**config.mk**
```make
export PLATFORM = sky130hd
export DESIGN_NAME = bitgrid_loader
export DESIGN_NICKNAME = d
export VERILOG_FILES = /design/src/rtl/bitgrid_loader.sv
export SDC_FILE = /design/constraint.sdc
export NUM_CORES = 1
export LEC_CHECK = 0
export ABC_AREA = 1
export ABC_CLOCK_PERIOD_IN_PS = 1400
export BUFFER_PORTS_ARGS = -buffer_cell sky130_fd_sc_hd__buf_2
export CAP_MARGIN = 20
export CORE_ASPECT_RATIO = 0.75
export CORE_UTILIZATION = 45
export CTS_BUF_LIST = sky130_fd_sc_hd__clkbuf_4 sky130_fd_sc_hd__clkbuf_8
export CTS_CLUSTER_DIAMETER = 120
export CTS_CLUSTER_SIZE = 20
export DETAILED_ROUTE_END_ITERATION = 6
export GPL_TIMING_DRIVEN = 0
export PLACE_DENSITY = 0.65
export SLEW_MARGIN = 20
export SYNTH_ARGS = -nofsm -noshare
export SYNTH_HDL_FRONTEND = slang
export SYNTH_SLANG_ARGS = --single-unit
```
**constraint.sdc**
```tcl
create_clock -name clk -period 1.4 [get_ports clk]
set_input_delay 0 -clock clk [delete_from_list [all_inputs] [get_ports clk]]
set_output_delay 0 -clock clk [all_outputs]
set_load 0.05 [all_outputs]
```
**src/rtl/bitgrid_loader.sv**
```systemverilog
// Serial even-parity bitstream -> ROWSxCOLS unpacked bit grid with valid/ready output.
// Grid and m_valid update one edge after the good parity bit; s_ready drops only while a frame is held.
module bitgrid_loader #(
    parameter int ROWS = 4,
    parameter int COLS = 4,
    parameter int CNTW = 8
) (
    input  logic            clk,
    input  logic            rst,
    input  logic            s_valid,
    output logic            s_ready,
    input  logic            s_bit,
    output logic            m_valid,
    input  logic            m_ready,
    output logic            grid [ROWS-1:0][0:COLS-1],
    output logic            perr,
    output logic [CNTW-1:0] frame_cnt,
    output logic [CNTW-1:0] perr_cnt
);

    localparam int N    = ROWS * COLS;
    localparam int IDXW = (N > 1) ? $clog2(N) : 1;
    localparam logic [IDXW-1:0] LAST_IDX = IDXW'(N - 1);

    typedef enum logic [1:0] {
        FILL = 2'd0,
        PAR  = 2'd1,
        HOLD = 2'd2
    } state_t;

    state_t          r_state;
    state_t          w_next;
    logic [IDXW-1:0] r_idx;
    logic            r_par;
    logic [N-1:0]    r_buf;
    logic            r_m_valid;
    logic            r_perr;
    logic [CNTW-1:0] r_frame_cnt;
    logic [CNTW-1:0] r_perr_cnt;
    logic            r_grid [ROWS-1:0][0:COLS-1];

    logic w_xfer;
    logic w_par_xfer;
    logic w_good;
    logic w_bad;

    assign s_ready    = (r_state != HOLD);
    assign w_xfer     = s_valid && s_ready;
    assign w_par_xfer = (r_state == PAR) && w_xfer;
    assign w_good     = w_par_xfer && !(r_par ^ s_bit);
    assign w_bad      = w_par_xfer &&  (r_par ^ s_bit);

    always_comb begin
        w_next = r_state;
        case (r_state)
            FILL:    if (w_xfer && (r_idx == LAST_IDX)) w_next = PAR;
            PAR:     if (w_xfer) w_next = w_good ? HOLD : FILL;
            HOLD:    if (m_ready) w_next = FILL;
            default: w_next = FILL;
        endcase
    end

    always_ff @(posedge clk or posedge rst) begin
        if (rst) begin
            r_state <= FILL;
        end else begin
            r_state <= w_next;
        end
    end

    // r_buf bit k holds data bit k in arrival order; the grid mapping is applied on copy-out.
    always_ff @(posedge clk or posedge rst) begin
        if (rst) begin
            r_idx <= '0;
            r_par <= 1'b0;
            r_buf <= '0;
        end else begin
            if ((r_state == FILL) && w_xfer) begin
                r_buf[r_idx] <= s_bit;
                r_par        <= r_par ^ s_bit;
                r_idx        <= (r_idx == LAST_IDX) ? '0 : r_idx + 1'b1;
            end else if (w_par_xfer || ((r_state == HOLD) && m_ready)) begin
                r_idx <= '0;
                r_par <= 1'b0;
            end
        end
    end

    always_ff @(posedge clk or posedge rst) begin
        if (rst) begin
            r_m_valid   <= 1'b0;
            r_perr      <= 1'b0;
            r_frame_cnt <= '0;
            r_perr_cnt  <= '0;
        end else begin
            r_perr <= w_bad;
            if (w_good) begin
                r_m_valid   <= 1'b1;
                r_frame_cnt <= r_frame_cnt + 1'b1;
            end else if ((r_state == HOLD) && m_ready) begin
                r_m_valid <= 1'b0;
            end
            if (w_bad && (r_perr_cnt != {CNTW{1'b1}})) begin
                r_perr_cnt <= r_perr_cnt + 1'b1;
            end
        end
    end

    // Data bit k lands in row ROWS-1-k/COLS, column k%COLS.
    for (genvar r = 0; r < ROWS; r++) begin : g_row
        for (genvar c = 0; c < COLS; c++) begin : g_col
            localparam int K = (ROWS - 1 - r) * COLS + c;
            always_ff @(posedge clk or posedge rst) begin
                if (rst) begin
                    r_grid[r][c] <= 1'b0;
                end else if (w_good) begin
                    r_grid[r][c] <= r_buf[K];
                end
            end
            assign grid[r][c] = r_grid[r][c];
        end
    end

    assign m_valid   = r_m_valid;
    assign perr      = r_perr;
    assign frame_cnt = r_frame_cnt;
    assign perr_cnt  = r_perr_cnt;

endmodule

```
== Yosys cells after proc, flatten, opt, wreduce, memory -nomap -nowiden ==
Cells that the tools add are included.

* Register bits: 57
* Output and inout bits: 35

* Add/sub/neg operators: 3
* Order comparisons: 2
* Eq/ne operators: 8
* Multiplexer cells: 15
* Bitwise gates (word level): 1
* Reductions and logical operators: 15

{| class="wikitable"
|+ Operators by type and width
! operator !! number
|-
| adder 8 x 1 -> 8 bit, second input constant || 2
|-
| bitwise mux 16 bit || 1
|-
| 2-to-1 mux 4 bit || 3
|-
| logical AND 1 bit || 9
|-
| 2-to-1 mux 2 bit || 4
|-
| inequality test 2 bit, second input constant || 4
|-
| inequality test 8 bit, second input constant || 1
|-
| one-hot mux 2 bit (3 select lines) || 1
|-
| < comparator 4 x 5 -> 1 bit, second input constant || 1
|-
| 2-to-1 mux 1 bit || 5
|-
| adder 4 x 1 -> 4 bit, second input constant || 1
|-
| demux 1 bit (select 4 bit) || 1
|-
| equality test 4 bit, second input constant || 1
|-
| greater-or-equal comparator 4 x 1 -> 1 bit, second input constant || 1
|-
| nonzero test 2 bit || 2
|-
| AND reduction 3 bit || 1
|-
| equality test 2 x 1 -> 1 bit, second input constant || 1
|-
| equality test 2 bit, second input constant || 1
|-
| logical NOT 2 bit || 1
|-
| logical NOT 1 bit || 1
|-
| logical OR 1 bit || 1
|-
| bitwise XOR 1 bit || 1
|}

== Depth between registers and ports, before layout ==
Gate-level depths: netlist of the first run.

* Depth in word-level cells: 7
* Gate-level depth with buffers: 8
* Mapped depth without buffers: 7

== Worst setup path before layout of the first run ==
No wires, ideal clock.

* Path type: flip-flop to flip-flop
* Start: reg r_perr_cnt[1], in the netlist perr_cnt[1]
* End: reg r_perr_cnt[7], in the netlist perr_cnt[7]
* Library setup time: 118 ps
* Data arrival time: 1,448 ps
* Required time: 1,282 ps
* Slack: -166 ps
* Cell stages (with the launch flop): 7
* Path buffers: 0
* Clock period less this slack: 1,566 ps
* Path through: dfrtp_1 > ha_1 > nand3_1 > nor2_1 > nor2_4 > nand2_1 > nand2_1

* Cells in the longest elaborated chain, start to end: 2
* Elaborated cells between the ends (all ways): 3

{| class="wikitable"
|+ Ends and longest elaborated chain
! item !! RTL line !! text
|-
| start, declared || 39 || <nowiki>logic [CNTW-1:0] r_perr_cnt;</nowiki>
|-
| start signal, assigned || 104 || <nowiki>r_perr_cnt <= r_perr_cnt + 1'b1;</nowiki>
|-
| parallel branches: the longest is 2 deep, another holds adder 8 x 1 -> 8 bit || - ||
|}

Parallel ways; which one is timed is not known.
A chain may end at the register's enable or synchronous reset.

== Final worst setup path of the first run ==
* Start: reg r_perr_cnt[0], in the netlist perr_cnt[0]
* End: reg r_perr_cnt[1], in the netlist perr_cnt[1]

Same word-level chain as after synthesis.

==> results of run 1 <==
[registers in the layout, summed over array words and instances (netlist names)]
name,count
frame_cnt,8
grid,16
r_state,2
r_idx,4
perr,1
r_par,1
r_buf,16
m_valid,1
perr_cnt,8
[layer usage]
layer	track usage, %	up-vias	part of all wire [%]
met5	0	-	0
met4	8.99	0	1.8
met3	4.64	10	3.8
met2	27.8	35	42
met1	26.5	1017	52
li1	-	1134	-
[stage by stage]
step	TNS, ns	cell area [µm²]	util (%)	instances	power (mW)
2_1_floorplan	-0.497	2710	-	332	3.49
3_3_place_gp	-45.09	3000	51.8	449	3.81
3_5_place_dp	0	3030	52.3	450	3.86
4_1_cts	0	3290	56.8	468	5.70
5_1_grt	-0.000308	3310	57.1	468	5.99
6_report	0	3310	57.1	468	5.64
[repair_timing]
item | CTS | global route
endpoints found under the hold margin | 60 | 0
gates resized for setup | 0 | 6
hold buffers | 3 | 0
setup endpoints to repair | 0 | 12
[Yosys cell counts]
library cell	n	area [µm²]
inv_4	1	6.26
clkinv_2	1	5.00
o21ai_1	4	20.0
nand4_1	1	6.26
buf_6	3	33.8
o21ai_0	19	95.1
nand2_2	1	6.26
nand3_2	1	10.0
clkbuf_1	1	3.75
ha_1	6	75.1
inv_2	1	3.75
nand2_1	164	616
nor2_1	13	48.8
nand2_4	2	22.5
xor2_1	4	35.0
nor2_4	4	45.0
o31ai_1	1	7.51
dfrtp_1	57	1430
buf_4	1	7.51
nor2_2	2	12.5
xnor2_1	5	43.8
nand3_1	14	70.1
o22ai_1	2	12.5
inv_1	24	90.1
[power by group through the flow]
| stage | sequential, mW | clock, mW | combinational (mW) |
|---|---|---|---|
| global route | 2.41 | 1.92 | 1.65 |
| finish | 2.36 | 1.80 | 1.48 |
| CTS | 2.35 | 1.85 | 1.49 |
| detailed placement | 2.38 | 0 | 1.48 |
| floorplan | 2.77 | 0 | 0.718 |
| global placement | 2.37 | 0 | 1.45 |
[layout make-up]
cell class                 instances  area share, %
buffer                             5           1.36
clock buffer                       9           3.74
clock inverter                     6           3.25
inverter                          27           3.25
multi-input combinational        243           34.5
sequential                        57           43.3
tap                               78           2.95
timing repair buffer              43           7.64
[worst max-delay path: cells and delay by family, from the launching register on]
| family | cells | cell delay (ns) |
|---|---|---|
| DFF | 1 | 0.39 |
| adders and majority gates | 1 | 0.22 |
| and+or+nand+nor | 5 | 0.55 |
[worst min-delay path by stage]
stage / startpoint / to / depth (start not counted)
floorplan: s_valid / r_state[0] / 1
global placement: m_ready / r_state[1] / 2
detailed placement: rst / perr_cnt[3] / 3
CTS: s_bit / r_buf[11] / 3
global route: s_bit / r_buf[11] / 3
finish: s_bit / r_buf[11] / 3
[kinds of logic (layout without fill, tap and decap cells)]
logic type,count (synthesis),in the layout,synth area share [%]
adder cells (fa/ha/maj),6,6,2.78
buffers and inverters,32,90,5.56
flip-flops,57,57,52.8
XOR/XNOR,9,9,2.92
AND/OR/NAND/NOR,202,202,31.0
AO/OA/AOI/OAI,26,26,5.00
==> metrics, run 1 <==
most frequent CP cell=nand2_1; Max Slew Vio Count=0; Post-Syn Area=2700 µm²; FF-to-FF path depth=6; Die Y=~70 µm; wire length per cell=around 11 µm; antenna violations before repair=0; TritonRoute pass-1 iters=4; number of global-route vias before repair=roughly 2.1k; num rows=24; Yosys warning total=0; clock sinks=57; LEAKAGE=roughly 1.8 nW; Sequential cell area=roughly 1400 µm²; Reg clk slew, reported paths=approximately 0.060 ns; first-pass GRT wire length=between 9 and 10 mm; Total Routing Usage GR=roughly a fifth; TritonCTS clock tree=built; post-synth cell types=24; Worst Slack Setup Final=between 0.1 and 0.15 ns; FILL cells=545; Critical path origin=perr_cnt[0]; area delta synth->final=22.4%; DRC errors left=0; crit start category=flop; Worst Path Max Fanout=8; Worst Max-Slew Pin Slew=about 0.41 ns; status=finished, final reports clean; Crit Reg-Reg Startpoint=perr_cnt[0]; slew margin rel.=72.8%; final worst-path cycle share=approximately nine tenths; Tmin final=approximately 1.3 ns; sequential area share after synthesis=a little over half; CTS root buf=clkbuf_8; Hold Violations, Final=0; Max-cap violations=0; Mapped Nets=between 300 and 400; number of CTS-inserted buffers=9; Worst R2R Setup Slack=0.12 ns; buffers added on ports=39; # diodes=0; Mapped Cells=~330; reg2reg end=perr_cnt[1]; Initial Util=about 47%; internal power=~3.7 mW; Hold WS=0.0179 ns; Synth Register Bits=57; Worst EP required=~1.6 ns; via count=around 2.2k; FMAX=780 MHz; io pins=40; Largest stage delay, worst path=about 0.39 ns; clock power share=31.9%; most frequent cells in the layout=164 x nand2_1, 52 x dfrtp_1, 39 x buf_2; antenna viol nets, final=0; Mean Syn Cell Area=a little over 8 µm²; Min-Delay Path Class=in -> reg; Routed WL=roughly 5.3 mm; DIE WIDTH=91.5 µm; H-tree depth=3; PwrDens=1700 nW/µm²; Max VDD drop=~700 µV; core box area=a little under 6000 µm²; crit path kind=reg -> reg; CP arrival=1.50 ns; Starting DRT DRC Count=103; pin count of the biggest net entering global routing=between 50 and 60; pre-CTS setup slack=about 0.098 ns; Skew-Pair Late Insertion Delay=around 0.33 ns; final estimated routing congestion in global placement=between 0.8 and 0.9; Layout Nets=397; most common cell after layout, fill and taps aside=nand2_1; final setup vio count=0; CP max-delay cell=dfrtp_2; postcts setup bufs=0; Switching Share=35.1%; GR Overflow Total=0; maximum root-to-sink buffer count=2; post-DP HPWL=between 3 and 4 mm; die area=roughly 6300 µm²; via/cell ratio=approximately 4.7; Max Clock Skew=0.00710 ns; Setup crit end=perr_cnt[1]; Multi-input gate area=1140 µm²; layout cells sized above 1=roughly a fifth; CP Cell Sequence=ha_2 -> nand3_1 -> nor2_1 -> nor2_4 -> nand2_1 -> nand2_1; Flop pwr share=about two fifths; Logic pwr share=approximately a quarter; Psw=1.98 mW; crit end category=flop
(Power assumes the default switching activity.)
==> run 2: changes to the inputs <==
==> constraint.sdc (replaced) <==
create_clock -name clk -period 1.4 [get_ports clk]
set_input_delay 0.28 -clock clk [delete_from_list [all_inputs] [get_ports clk]]
set_output_delay 0.28 -clock clk [all_outputs]
set_load 0.05 [all_outputs]
==> metrics, run 2 (same netlist as run 1, synthesis figures left out) <==
Initial Util=46.6% (unchanged); Hold Violations, Final=0 (unchanged); reg2reg end=r_par; Max-cap violations=0 (unchanged); Worst Path Max Fanout=6 (-2); number of global-route vias before repair=1,984 (-3.7%); FF-to-FF path depth=6 (unchanged); PwrDens=1620 nW/µm² (-4.8%); crit end category=primary output; Reg clk slew, reported paths=0.07 ns (about the same); CP max-delay cell=dfrtp_1; Routed WL=5.64 mm (+6.6%); Max VDD drop=817 µV (+17%); Max Slew Vio Count=0 (unchanged); core box area=5800 µm² (unchanged); status=finished, final reports clean; number of CTS-inserted buffers=9 (unchanged); most common cell after layout, fill and taps aside=nand2_1; H-tree depth=3 (unchanged); Worst Max-Slew Pin Slew=0.620 ns (+0.212 ns); Crit Reg-Reg Startpoint=r_state[0]; Min-Delay Path Class=in -> async; Tot Pwr=5.40 mW (-4.2%); final setup vio count=0 (unchanged); Critical path origin=frame_cnt[5]; Skew-Pair Late Insertion Delay=0.34 ns (about the same); area delta synth->final=23.2%; # diodes=0 (unchanged); Starting DRT DRC Count=197 (+91%); Die Y=69.1 µm (unchanged); TritonCTS clock tree=built; buffers added on ports=39 (unchanged); most frequent cells in the layout=163 x nand2_1, 49 x dfrtp_1, 30 x buf_2; num rows=24 (unchanged); final estimated routing congestion in global placement=0.779 (-3.5%); final worst-path cycle share=96.0% (+4.4 points); via count=2,207 (+0.50%); pin count of the biggest net entering global routing=31 (-47%); TritonRoute pass-1 iters=4 (unchanged); CP Cell Sequence=buf_2; DIE WIDTH=91.5 µm (unchanged); slew margin rel.=58.6% (-14 points); crit path kind=reg -> out; setup_tns=0 ns (unchanged); CTS root buf=clkbuf_8; FMAX=744 MHz (-4.6%); wire length per cell=12.0 µm (+5.9%); Worst R2R Setup Slack=0.11 ns (about the same); Core Util, Final=57.5% (+0.39 points); Tmin final=1.34 ns (+0.0617 ns); Hold WS=0.0218 ns (+0.00387 ns); Total Routing Usage GR=19.2% (+0.24 points); LEAKAGE=1.75 nW (-0.90%); Largest stage delay, worst path=0.43 ns (+0.04 ns); Top delay family on crit path=flip-flops; Final Cell Area=3330 µm² (+0.68%); Layout Nets=399 (+0.50%); CP bufs+invs=1 (+1); maximum root-to-sink buffer count=2 (unchanged); io pins=40 (unchanged); antenna viol nets, final=0 (unchanged); crit start category=flop; clock sinks=57 (unchanged); post-DP HPWL=3.82 mm (+3.0%); CP arrival=1.06 ns (-0.44 ns); via/cell ratio=4.69 (-0.14%); die area=6320 µm² (unchanged); antenna violations before repair=0 (unchanged); first-pass GRT wire length=9.38 mm (unchanged); Max Clock Skew=0.00613 ns (-0.000966 ns); GR Overflow Total=0 (unchanged); Worst EP required=1.12 ns (-0.50 ns); layout cells sized above 1=23.7% (+2.9 points); DRC errors left=0 (unchanged); Placed Instance Area=3020 µm² (-0.21%)
-- run 2: worst max-delay path by stage --
stage,end,slack [ns],depth (start not counted)
final,frame_cnt[5],0.06,1
after global routing,s_ready,-0.0004,3
after CTS,frame_cnt[3],0.006,1
after detailed placement,grid[2],0.09,8
after global placement,perr_cnt[0],-0.01,2
after floorplan,perr_cnt[7],0.002,6
-- run 2: layer usage --
layer / vias to the layer above / global-route usage (%) / part of all wire (%)
li1: 1141 / - / -
met2: 50 / 27.8 / 44
met1: 1014 / 26.4 / 50
met4: 0 / 6.35 / 0.51
met5: - / 0 / 0
met3: 2 / 7.51 / 6.1
-- run 2: timing repair --
| item | 4_1_cts | 5_1_grt |
|---|---|---|
| hold buffers | 0 | 0 |
| endpoints found under the setup margin | 3 | 34 |
| gates resized for setup | 3 | 23 |
| pin swaps | 0 | 3 |
| buffers inserted | 1 | 4 |
| cloned | 0 | 0 |
-- run 2: final cells by class --
class	count	area [µm²]
Fill cell	535	2460
Sequential cell	57	1440
Multi-Input combinational cell	243	1170
Timing Repair Buffer	45	277
Clock buffer	10	138
Inverter	27	110
Tap cell	78	97.6
Clock inverter	6	57.6
Buffer	5	45.0
-- run 2: power by group --
| group | internal (mW) | switching, mW |
|---|---|---|
| clock network | 0.856 | 0.661 |
| registers | 2.05 | 0.307 |
| logic | 0.457 | 1.07 |
-- run 2: metrics by stage --
stage / cells / worst slack, ns
final: 471 / 0.0557
after global routing: 471 / -0.000419
after CTS: 467 / 0.00570
after detailed placement: 450 / 0.0945
after global placement: 449 / -0.00958
after floorplan: 332 / 0.00204
